[config.mk]
export PLATFORM = sky130hd
export DESIGN_NAME = alu_issue_controller
export DESIGN_NICKNAME = d
export VERILOG_FILES = /design/src/rtl/alu_ctrl_pkg.sv /design/src/rtl/alu_issue_controller.sv
export SDC_FILE = /design/constraint.sdc
export NUM_CORES = 1
export LEC_CHECK = 0
export BUFFER_PORTS_ARGS = -buffer_cell sky130_fd_sc_hd__buf_2
export CAP_MARGIN = 20
export CORE_MARGIN = 3
export CORE_UTILIZATION = 43
export CTS_CLUSTER_SIZE = 40
export DETAILED_ROUTE_END_ITERATION = 12
export PLACE_DENSITY = 0.76
export SYNTH_ARGS = -nofsm -noshare
export SYNTH_HDL_FRONTEND = slang
export SYNTH_SLANG_ARGS = --single-unit
[constraint.sdc]
create_clock -name clk -period 1.7 [get_ports clk]
set_input_delay 0.34 -clock clk [delete_from_list [all_inputs] [get_ports clk]]
set_output_delay 0.34 -clock clk [all_outputs]
set_load 0.05 [all_outputs]
[src/rtl/alu_ctrl_pkg.sv]
`default_nettype none
// ============================================================================
// Module   : alu_ctrl_pkg
// Brief    : Shared types and constants for the ALU issue controller.
// Revision : 1.0 - initial release
// ============================================================================
package alu_ctrl_pkg;

    localparam int REG_SEL_W = 4;
    localparam logic [REG_SEL_W-1:0] REG_ZERO = 4'd0;

    localparam int WR_Y1 = 0;
    localparam int WR_Y2 = 1;

    typedef enum logic [2:0] {
        ST_IDLE  = 3'd0,
        ST_ISSUE = 3'd1,
        ST_WAIT  = 3'd2,
        ST_WB_Y1 = 3'd3,
        ST_WB_Y2 = 3'd4,
        ST_TRAP  = 3'd5
    } state_t;

endpackage
`default_nettype wire

[src/rtl/alu_issue_controller.sv]
`default_nettype none
// ============================================================================
// Module   : alu_issue_controller
// Brief    : Issues one decoded instruction to a fixed-latency ALU and
//            serialises up to two results onto a single register write port.
// Revision : 1.0 - initial release
// ============================================================================
module alu_issue_controller
    import alu_ctrl_pkg::*;
#(
    parameter int ALU_LATENCY = 2,
    parameter int DATA_W      = 32
) (
    input  logic                 clk,
    input  logic                 reset,
    input  logic                 in_valid,
    output logic                 in_ready,
    input  logic                 in_invalid,
    input  logic                 in_const_c,
    input  logic [15:0]          in_constant,
    input  logic [REG_SEL_W-1:0] in_a_sel,
    input  logic [REG_SEL_W-1:0] in_b_sel,
    input  logic [REG_SEL_W-1:0] in_c_sel,
    input  logic [REG_SEL_W-1:0] in_d_sel,
    input  logic [REG_SEL_W-1:0] in_y1_sel,
    input  logic [REG_SEL_W-1:0] in_y2_sel,
    input  logic [1:0]           in_write,
    output logic                 issue_valid,
    output logic [REG_SEL_W-1:0] issue_a_sel,
    output logic [REG_SEL_W-1:0] issue_b_sel,
    output logic [REG_SEL_W-1:0] issue_c_sel,
    output logic [REG_SEL_W-1:0] issue_d_sel,
    output logic                 issue_const_c,
    output logic [15:0]          issue_constant,
    input  logic [DATA_W-1:0]    alu_y1,
    input  logic [DATA_W-1:0]    alu_y2,
    output logic                 rf_we,
    output logic [REG_SEL_W-1:0] rf_waddr,
    output logic [DATA_W-1:0]    rf_wdata,
    output logic                 busy,
    output logic                 trap,
    input  logic                 trap_ack
);

    localparam logic [3:0] c_cnt_load = 4'(ALU_LATENCY - 1);

    state_t               r_state;
    state_t               w_state_nxt;
    logic [3:0]           r_cnt;
    logic [REG_SEL_W-1:0] r_a_sel, r_b_sel, r_c_sel, r_d_sel;
    logic [REG_SEL_W-1:0] r_y1_sel, r_y2_sel;
    logic                 r_const_c;
    logic [15:0]          r_constant;
    logic                 r_wen1, r_wen2;
    logic [DATA_W-1:0]    r_y1, r_y2;
    logic                 w_accept;
    logic                 w_sample;

    assign w_accept = (r_state == ST_IDLE) && in_valid && !in_invalid;
    // Counter reaches zero on cycle issue+ALU_LATENCY, when results are valid
    assign w_sample = (r_state == ST_WAIT) && (r_cnt == 4'd0);

    assign issue_a_sel    = r_a_sel;
    assign issue_b_sel    = r_b_sel;
    assign issue_c_sel    = r_c_sel;
    assign issue_d_sel    = r_d_sel;
    assign issue_const_c  = r_const_c;
    assign issue_constant = r_constant;

    always_ff @(posedge clk) begin
        if (reset) begin
            r_state    <= ST_IDLE;
            r_cnt      <= 4'd0;
            r_a_sel    <= REG_ZERO;
            r_b_sel    <= REG_ZERO;
            r_c_sel    <= REG_ZERO;
            r_d_sel    <= REG_ZERO;
            r_y1_sel   <= REG_ZERO;
            r_y2_sel   <= REG_ZERO;
            r_const_c  <= 1'b0;
            r_constant <= 16'd0;
            r_wen1     <= 1'b0;
            r_wen2     <= 1'b0;
            r_y1       <= '0;
            r_y2       <= '0;
        end else begin
            r_state <= w_state_nxt;
            if (w_accept) begin
                r_a_sel    <= in_a_sel;
                r_b_sel    <= in_b_sel;
                r_c_sel    <= in_c_sel;
                r_d_sel    <= in_d_sel;
                r_y1_sel   <= in_y1_sel;
                r_y2_sel   <= in_y2_sel;
                r_const_c  <= in_const_c;
                r_constant <= in_constant;
                r_wen1     <= in_write[WR_Y1] && (in_y1_sel != REG_ZERO);
                r_wen2     <= in_write[WR_Y2] && (in_y2_sel != REG_ZERO);
            end
            if (r_state == ST_ISSUE) begin
                r_cnt <= c_cnt_load;
            end else if ((r_state == ST_WAIT) && (r_cnt != 4'd0)) begin
                r_cnt <= r_cnt - 4'd1;
            end
            if (w_sample) begin
                r_y1 <= alu_y1;
                r_y2 <= alu_y2;
            end
        end
    end

    always_comb begin
        w_state_nxt = r_state;
        in_ready    = 1'b0;
        busy        = 1'b1;
        trap        = 1'b0;
        issue_valid = 1'b0;
        rf_we       = 1'b0;
        rf_waddr    = REG_ZERO;
        rf_wdata    = '0;
        case (r_state)
            ST_IDLE: begin
                in_ready = 1'b1;
                busy     = 1'b0;
                if (in_valid) begin
                    w_state_nxt = in_invalid ? ST_TRAP : ST_ISSUE;
                end
            end
            ST_ISSUE: begin
                issue_valid = 1'b1;
                w_state_nxt = ST_WAIT;
            end
            ST_WAIT: begin
                if (w_sample) begin
                    if (r_wen1) begin
                        w_state_nxt = ST_WB_Y1;
                    end else if (r_wen2) begin
                        w_state_nxt = ST_WB_Y2;
                    end else begin
                        w_state_nxt = ST_IDLE;
                    end
                end
            end
            ST_WB_Y1: begin
                rf_we       = 1'b1;
                rf_waddr    = r_y1_sel;
                rf_wdata    = r_y1;
                w_state_nxt = r_wen2 ? ST_WB_Y2 : ST_IDLE;
            end
            ST_WB_Y2: begin
                rf_we       = 1'b1;
                rf_waddr    = r_y2_sel;
                rf_wdata    = r_y2;
                w_state_nxt = ST_IDLE;
            end
            ST_TRAP: begin
                trap = 1'b1;
                if (trap_ack) begin
                    w_state_nxt = ST_IDLE;
                end
            end
            default: begin
                w_state_nxt = ST_IDLE;
            end
        endcase
    end

endmodule
`default_nettype wire

==> run metrics, run 1 <==
DR DRC count 0; WP data arrival 1.76 ns; status finished with violations; Critical Path Start Type flop; M1 WL 5.91 mm; largest net degree at the start of global routing 65; DR WL/cell 16.5 um; final critical-path share of the clock period 1.24; Initial DRC Count 329; fin nets 871; Lkg Pwr 2.99 nW; synth cell count leaders nand2_1, dfxtp_1, a21oi_1; routability cong. 0.787; Initial Utilization 0.450; Max transition margin 0.756; Post-synth ARST share 0; HP Class in2reg; #FFs+latches synth 114; Inserted Clock Buffers 17; pwr dens 1240 nW/um^2; dominant cells by area after synthesis dfxtp_1, nand2_1, a21oi_1; DRT Pass-1 Iters 4; H-tree levels 4; Distinct cells, synth 32; syn_area_per_cell 7.96 sq um; Worst Setup End Kind output pin; Fin. Hold Viols 0; max-slew violations 0; Clock Skew 0.0101 ns; Slew @ Worst Pin 0.366 ns; Clock Pin Slew Worst Setup and Hold Paths 0.06 ns; GR Util All Layers 0.230; Rows 36; EDFF count, synth 0; Placed Area 5680 sq um; clock sink total 114; Seq. cell area 2290 sq um; drt total wl 15.0 mm; Final Cell Area 7090 sq um; hold buffer count at CTS 0; violated checks setup timing; synthesized area 4480 sq um; DR top layer met4; antenna violations before repair 0; Fmax 0.476 GHz; DRT antenna net count 0; post-synthesis sequential area ratio 0.509; area leader, netlist dfxtp_1; number of vias in the routed layout 4,747; Ports 186; met2 wire len 7.82 mm; worst IR drop on VDD 0.000753 V; cell with the most instances after synthesis nand2_1; die area 11,700 sq um; CP Max Fanout 7; Die Wd 108 um; min Tclk post-route 2.10 ns; unrepaired setup endpoints after global routing yes; gr ovfl total 0; critical path data required time 1.36 ns; Detailed Place HPWL 8.83 mm; DP Worst Slack 0.0484 ns; TritonCTS clock tree built; P&R area growth vs syn 58.2%; metal3 WL 987 um; Antenna Cells 0; final setup margin -0.403 ns; setup violators final 76; clock latency on the worst-skew pair 0.52 ns; Longest Clk Path Bufs 2; max cap viols 0; Synth Instances 563; vias in the first global route 4,492; Port Buffer Count 185; predominant post-synthesis flop cell dfxtp_1; syn_nets 676; area of the core 9950 sq um; layout cell share with drive strength beyond 1 0.407; root buf cell clkbuf_8; WS Path Type reg2out; first-pass GRT wire length 21.2 mm; Synth Warn # 0; multi-input logic area 2270 sq um; # fillers 740; DIE HEIGHT 108 um; vias per inst 5.25; area share of the largest cell type after synthesis 0.509
-- final timing paths --
check / end / startpoint / slack [ns] / cells after the start
setup / recovery: rf_wdata[28] / r_state[1] / -0.40 / 5
hold / removal: issue_a_sel[2] / in_a_sel[2] / 0.06 / 3
setup reg to reg: r_y1_sel[2] / r_state[1] / -0.11 / 8
hold reg to reg: issue_constant[7] / issue_constant[7] / 0.45 / 2
-- cell families after synthesis --
logic type	after synthesis	synth area share
buffers and inverters	46	0.0494
adders and majority gates	1	0.00279
xor gates and xnor gates	2	0.00391
AOI/OAI and AO/OA	151	0.202
and+or+nand+nor	249	0.233
DFF	114	0.509
-- placed cells by master (no fill, tap or decap), drive strengths merged --
cell,count
a211oi,3
a21oi,108
a22o,36
a31oi,1
a32oi,1
and3,2
and3b,1
and4,2
buf,212
bufinv,2
clkbuf,24
clkinv,6
clkinvlp,5
dfxtp,114
ha,1
inv,5
nand2,214
nand2b,4
nand3,3
nand3b,1
nor2,7
nor2b,3
nor3,3
nor3b,4
o21a,1
o21ai,1
or2,2
or3b,1
or4,2
xnor2,2
-- per-layer routing --
metal / up-vias / global-route usage
met1: 2259 / 0.263
met3: 24 / 0.0776
li1: 2283 / -
met4: 0 / 0.104
met2: 181 / 0.388
met5: - / 0
-- area by class of cell --
cell class              instances  area share
flip-flops and latches        114       0.323
repair buffers                219       0.250
multi-input cells             403       0.320
clock inverters                15      0.0226
inverters                       3     0.00194
clock buffers                  17      0.0584
well taps                     133      0.0235
-- stage by stage --
step	setup TNS (ns)	hold slack (ns)	std cells	total power [mW]	utilization
floorplan	-12.32	0.436	563	4.35	-
global placement	0	0.439	856	4.86	0.570
detailed placement	0	0.443	856	4.92	0.570
CTS	-14.78	0.0391	893	8.45	0.661
global route	-21.91	0.0362	904	9.13	0.712
finish	-16.17	0.0558	904	8.77	0.712
-- state kept, by name (all words and copies together) (netlist names) --
signal and flops:
r_y1 32, r_y2 32, issue_constant 16, issue_a_sel 4, issue_b_sel 4, issue_c_sel 4, issue_d_sel 4, r_cnt 4
r_y1_sel 4, r_y2_sel 4, r_state 3, issue_const_c 1, r_wen1 1, r_wen2 1
-- worst max-delay path, cell delays in order, from the launching register on --
cell and delay [ns]:
dfxtp_4 0.36, nor3b_4 0.26, buf_6 0.16, buf_12 0.12
a22o_1 0.17, buf_6 0.17
-- repair_timing --
action | in CTS | in global routing
gates resized for setup | 90 | 72
gates cloned | 1 | 9
setup buffers | 4 | 4
endpoints found under the setup margin | 41 | 108
pin swaps | 5 | 27
hold endpoints to repair | 0 | 0
-- report_power, final --
group          internal (mW)  switching, mW  total [mW]
Sequential              2.93          0.172        3.10
Combinational          0.904           1.38        2.28
Clock                   2.09           1.29        3.38
Total                   5.93           2.84        8.77
Power figures use the tool's default switching activity.
==> inputs of run 2 (changes only) <==
--- a/config.mk
+++ b/config.mk
@@ -12,4 +12,5 @@
 export CTS_CLUSTER_SIZE = 40
 export DETAILED_ROUTE_END_ITERATION = 12
+export MAX_ROUTING_LAYER = met4
 export PLACE_DENSITY = 0.76
 export SYNTH_ARGS = -nofsm -noshare
==> constraint.sdc (replaced) <==
create_clock -name clk -period 1.7 [get_ports clk]
set_input_delay 0.17 -clock clk [delete_from_list [all_inputs] [get_ports clk]]
set_output_delay 0.17 -clock clk [all_outputs]
set_load 0.05 [all_outputs]
==> run 2 against run 1 <==
  * The flow still finishes with violations (setup timing)
  * Core utilization is 13 points higher
  * Sequential share of layout area fell by 4.9 points
  * Worst hold slack gained 0.073 ns
  * Design area increased by 18%
  * Clock power up 14%
  * Non-clock buffer count up 117
  * Worst setup slack improved by 0.11 ns
  * Critical endpoint unchanged
  * Largest cell class is now buffers
==> run metrics, run 2 (same netlist as run 1, synthesis figures left out) <==
critical path data required time 1.53 ns; P&R area growth vs syn 86.7%; final non-filler cell total 1,025; status finished with violations; largest net degree at the start of global routing 55; Fin. Hold Viols 0; routability cong. 0.844; H-tree levels 4; drt total wl 21.3 mm; DRT antenna net count 0; Placed Area 5680 sq um; Lkg Pwr 3.54 nW; met2 Use GR 0.564; Longest Clk Path Bufs 2; met1 Use GR 0.311; final setup margin -0.288 ns; DR WL/cell 20.7 um; Top Usage Layer GRT met2; Clock Skew 0.00720 ns; CP peak stage delay 0.36 ns; CP Max Fanout 10; critical path, cell by cell nor3b_4 > buf_4 > buf_12 > a22o_1 > buf_6; die area 11,700 sq um; final critical-path share of the clock period 1.17; setup violators final 46; area of the core 9950 sq um; GR Util All Layers 0.316; vias in the first global route 5,639; Slew @ Worst Pin 0.692 ns; root buf cell clkbuf_8; pwr dens 1160 nW/um^2; unrepaired setup endpoints after global routing yes; TritonCTS clock tree built; max-slew violations 0; met3 Use GR 0.0812; commonest non-fill, non-tap cell in the layout nand2_1; first-pass GRT wire length 27.8 mm; Initial Utilization 0.450; DRT Pass-1 Iters 7; clock sink total 114; most frequent cells in the layout nand2_1, buf_2, dfxtp_1; Worst Setup End Kind output pin; vias per inst 5.68; Port Buffer Count 185; DR DRC count 0; layout cell share with drive strength beyond 1 0.384; Initial DRC Count 488; fin nets 988; max cap viols 0; slowest cell on the critical path dfxtp_4; gr ovfl total 0; Fmax 0.503 GHz; Inserted Clock Buffers 17; Critical Path Start Type flop; WS Path Type reg2out; antenna violations before repair 3; Final Cell Area 8370 sq um; setup TNS -9.22 ns; Detailed Place HPWL 8.67 mm; Hold WS 0.129 ns; number of vias in the routed layout 5,824; min Tclk post-route 1.99 ns; Max transition margin 0.538; Ports 186; Die Wd 108 um; violated checks setup timing; Clock Pin Slew Worst Setup and Hold Paths 0.06 ns; worst IR drop on VDD 0.000905 V; WP data arrival 1.82 ns; DIE HEIGHT 108 um; Placed Instances 858; HP Class in2reg; clock latency on the worst-skew pair 0.53 ns; Rows 36
run 2: cell types whose count changed in the layout (fill, tap and decap cells not counted), sizes merged:
cell,delta
buf,+8
clkbuf,+4
clkinv,-4
clkinvlp,-2
bufinv,+2
dlygate4sd3,+109
diode,+4
run 2: worst paths after layout:
path / start / to / slack, ns / depth (start not counted)
setup / recovery: r_state[1] / rf_wdata[28] / -0.29 / 5
setup reg to reg: r_state[1] / issue_a_sel[0] / -0.07 / 8
hold reg to reg: issue_constant[6] / issue_constant[6] / 0.46 / 2
hold / removal: in_valid / r_state[2] / 0.13 / 4
run 2: worst max-delay path, delay by kind of cell, from the launching register on:
kind                   cells  cell delay, ns
buffers and inverters      3            0.48
DFF                        1            0.36
and+or+nand+nor            1            0.25
AOI/OAI and AO/OA          1            0.19
run 2: where the power goes:
group          switching (mW)  internal, mW  total, mW  leakage (nW)
clock                    1.33          2.55       3.87         0.307
combinational            1.58          1.16       2.74          2.31
sequential              0.182          2.93       3.11         0.926
run 2: per-layer routing:
layer,wire [um],up-vias,part of all wire
li1,-,2521,-
met1,7150,2701,0.34
met2,10600,428,0.50
met3,1750,174,0.082
met4,1770,0,0.083
met5,0,-,0
run 2: repair_timing:
| item | 4_1_cts | 5_1_grt |
|---|---|---|
| endpoints found under the hold margin | 111 | 0 |
| pin swaps | 2 | 22 |
| gates resized for setup | 110 | 64 |
| endpoints found under the setup margin | 88 | 127 |
| hold buffers | 109 | 0 |
| cloned | 1 | 10 |
| setup buffers | 9 | 3 |
run 2: through the flow:
step / setup WS (ns) / util / power (mW)
final: -0.288 / 0.841 / 9.73
after detailed placement: -0.0457 / 0.571 / 4.92
after global routing: -0.335 / 0.840 / 10.0
after CTS: -0.237 / 0.792 / 9.16
after global placement: 0.0664 / 0.571 / 4.87
after floorplan: -0.222 / - / 4.34
run 2: area by class of cell:
class / count / area [sq um]
inverters: 3 / 13.8
clock inverters: 11 / 174
flip-flops and latches: 114 / 2290
repair buffers: 336 / 2940
multi-input cells: 403 / 2310
clock buffers: 21 / 469
diodes: 4 / 10.0
well taps: 133 / 166
fillers: 503 / 1590
==> inputs of run 3 (changes only) <==
Settings changed: CORE_MARGIN 3 to 5, PLACE_DENSITY 0.76 to 0.75.
==> run 3 against run 2 <==
  * Worst setup slack hardly changed
  * Highest routed layer unchanged
  * Core utilization shrank 2.7 points
  * Design area fell by 0.46%
  * First-iteration DRC count rose by 19%
  * Critical path depth did not move
  * Total power down 1.2%
  * Cell count fell by 0.39%
  * The flow still finishes with violations (setup timing)
==> run metrics, run 3 (same netlist as run 1, synthesis figures left out) <==
Max transition margin 0.707; Clock Pin Slew Worst Setup and Hold Paths 0.06 ns; WS Path Type reg2out; pwr dens 1150 nW/um^2; vias in the first global route 5,462; Placed Instances 858; number of vias in the routed layout 5,547; routability cong. 0.854; Longest Clk Path Bufs 2; WP data arrival 1.82 ns; Inserted Clock Buffers 17; max-slew violations 0; setup violators final 40; min Tclk post-route 1.99 ns; DRT antenna net count 0; Detailed Place HPWL 8.85 mm; DRT Pass-1 Iters 6; Initial DRC Count 580; CP bufs+invs 3; flop2flop setup slack 0 ns; area of the core 10,200 sq um; Critical Path Most Common Cell buf_6; final setup margin -0.288 ns; gr ovfl total 0; most frequent cells in the layout nand2_1, buf_2, dfxtp_1; die area 12,600 sq um; Die Wd 112 um; combinational power share 0.264; DIE HEIGHT 112 um; slowest cell on the critical path dfxtp_4; switching power 2.94 mW; power share of the clock group 0.411; Ports 186; worst IR drop on VDD 0.000755 V; Switching Share 0.306; layout cell share with drive strength beyond 1 0.347; DR DRC count 0; HP Class in2reg; critical path, cell by cell nor3b_4 > buf_6 > buf_12 > a22o_1 > buf_6; CP peak stage delay 0.37 ns; Slew @ Worst Pin 0.440 ns; Crit. path cell count 5; Final Cell Area 8330 sq um; Placed Area 5650 sq um; Worst R2R Path Depth 7; status finished with violations; Tot Pwr 9.62 mW; unrepaired setup endpoints after global routing yes; Port Buffer Count 185; final non-filler cell total 1,021; violated checks setup timing; Seq pwr share 0.325; Fmax 0.503 GHz; clock latency on the worst-skew pair 0.53 ns; P&R area growth vs syn 85.8%; TritonCTS clock tree built; H-tree levels 4; Layout Utilization 0.814; drt total wl 19.5 mm; final critical-path share of the clock period 1.17; root buf cell clkbuf_8; antenna violations before repair 2; Top Family by Delay on Critical Path buffers and inverters; GR Util All Layers 0.268; vias per inst 5.43; Critical Path Start Type flop; max cap viols 0; clock sink total 114; Rows 37; commonest non-fill, non-tap cell in the layout nand2_1; CP Max Fanout 8; Clock Skew 0.00690 ns; first-pass GRT wire length 26.3 mm; Int Power 6.67 mW; Initial Utilization 0.438; Fin. Hold Viols 0; Lkg Pwr 3.55 nW; DR WL/cell 19.1 um; critical path data required time 1.53 ns; Hold Crit Depth 2; largest net degree at the start of global routing 59; DP Worst Slack -0.0304 ns; fin nets 983; Worst Setup End Kind output pin
==> run 3: layout make-up <==
class	count	area, sq um
Tap cell	136	170
Clock inverter	10	178
Antenna cell	2	5.00
Timing Repair Buffer	331	2930
Multi-Input combinational cell	403	2260
Sequential cell	114	2290
Inverter	3	13.8
Clock buffer	22	473
Fill cell	522	1900
==> run 3: worst reg2reg max path, delay by kind of cell, from the launching register on <==
family          cells  cell delay (ns)
compound gates      1             0.15
buf+inv             3             0.44
flops               1             0.37
simple gates        3             0.65
==> run 3: worst paths after layout <==
kind	endpoint	from
worst max-delay path	rf_wdata[6]	r_state[0]
worst min-delay path	r_y2[1]	reset
worst max register to register	r_y2[21]	r_state[0]
worst min register to register	issue_b_sel[0]	issue_b_sel[0]
==> run 3: power by group through the flow <==
stage | Sequential [mW] | Clock (mW) | Combinational, mW
floorplan | 3.31 | 0 | 1.03
global placement | 3.11 | 0 | 1.71
detailed placement | 3.13 | 0 | 1.75
CTS | 3.08 | 3.94 | 2.11
global route | 3.14 | 4.09 | 2.67
finish | 3.12 | 3.95 | 2.54
==> run 3: repair_timing <==
action | 4_1_cts | 5_1_grt
cloned | 1 | 9
hold buffers | 108 | 0
resized for setup | 101 | 55
endpoints found under the setup margin | 84 | 115
buffers inserted | 5 | 7
pin swaps | 4 | 15
endpoints found under the hold margin | 109 | 0
==> run 3: stage by stage <==
stage | hold slack, ns | setup TNS, ns
after floorplan | 0.306 | -9.23
after global placement | 0.409 | 0
after detailed placement | 0.416 | -0.348
after CTS | 0.0320 | -8.13
after global routing | 0.0427 | -12.19
final | 0.0405 | -9.52
==> run 3: layer usage <==
metal	wire, um	GRT usage
met4	1240	0.184
met1	7050	0.278
met5	0	-
met2	9710	0.445
met3	1530	0.0695
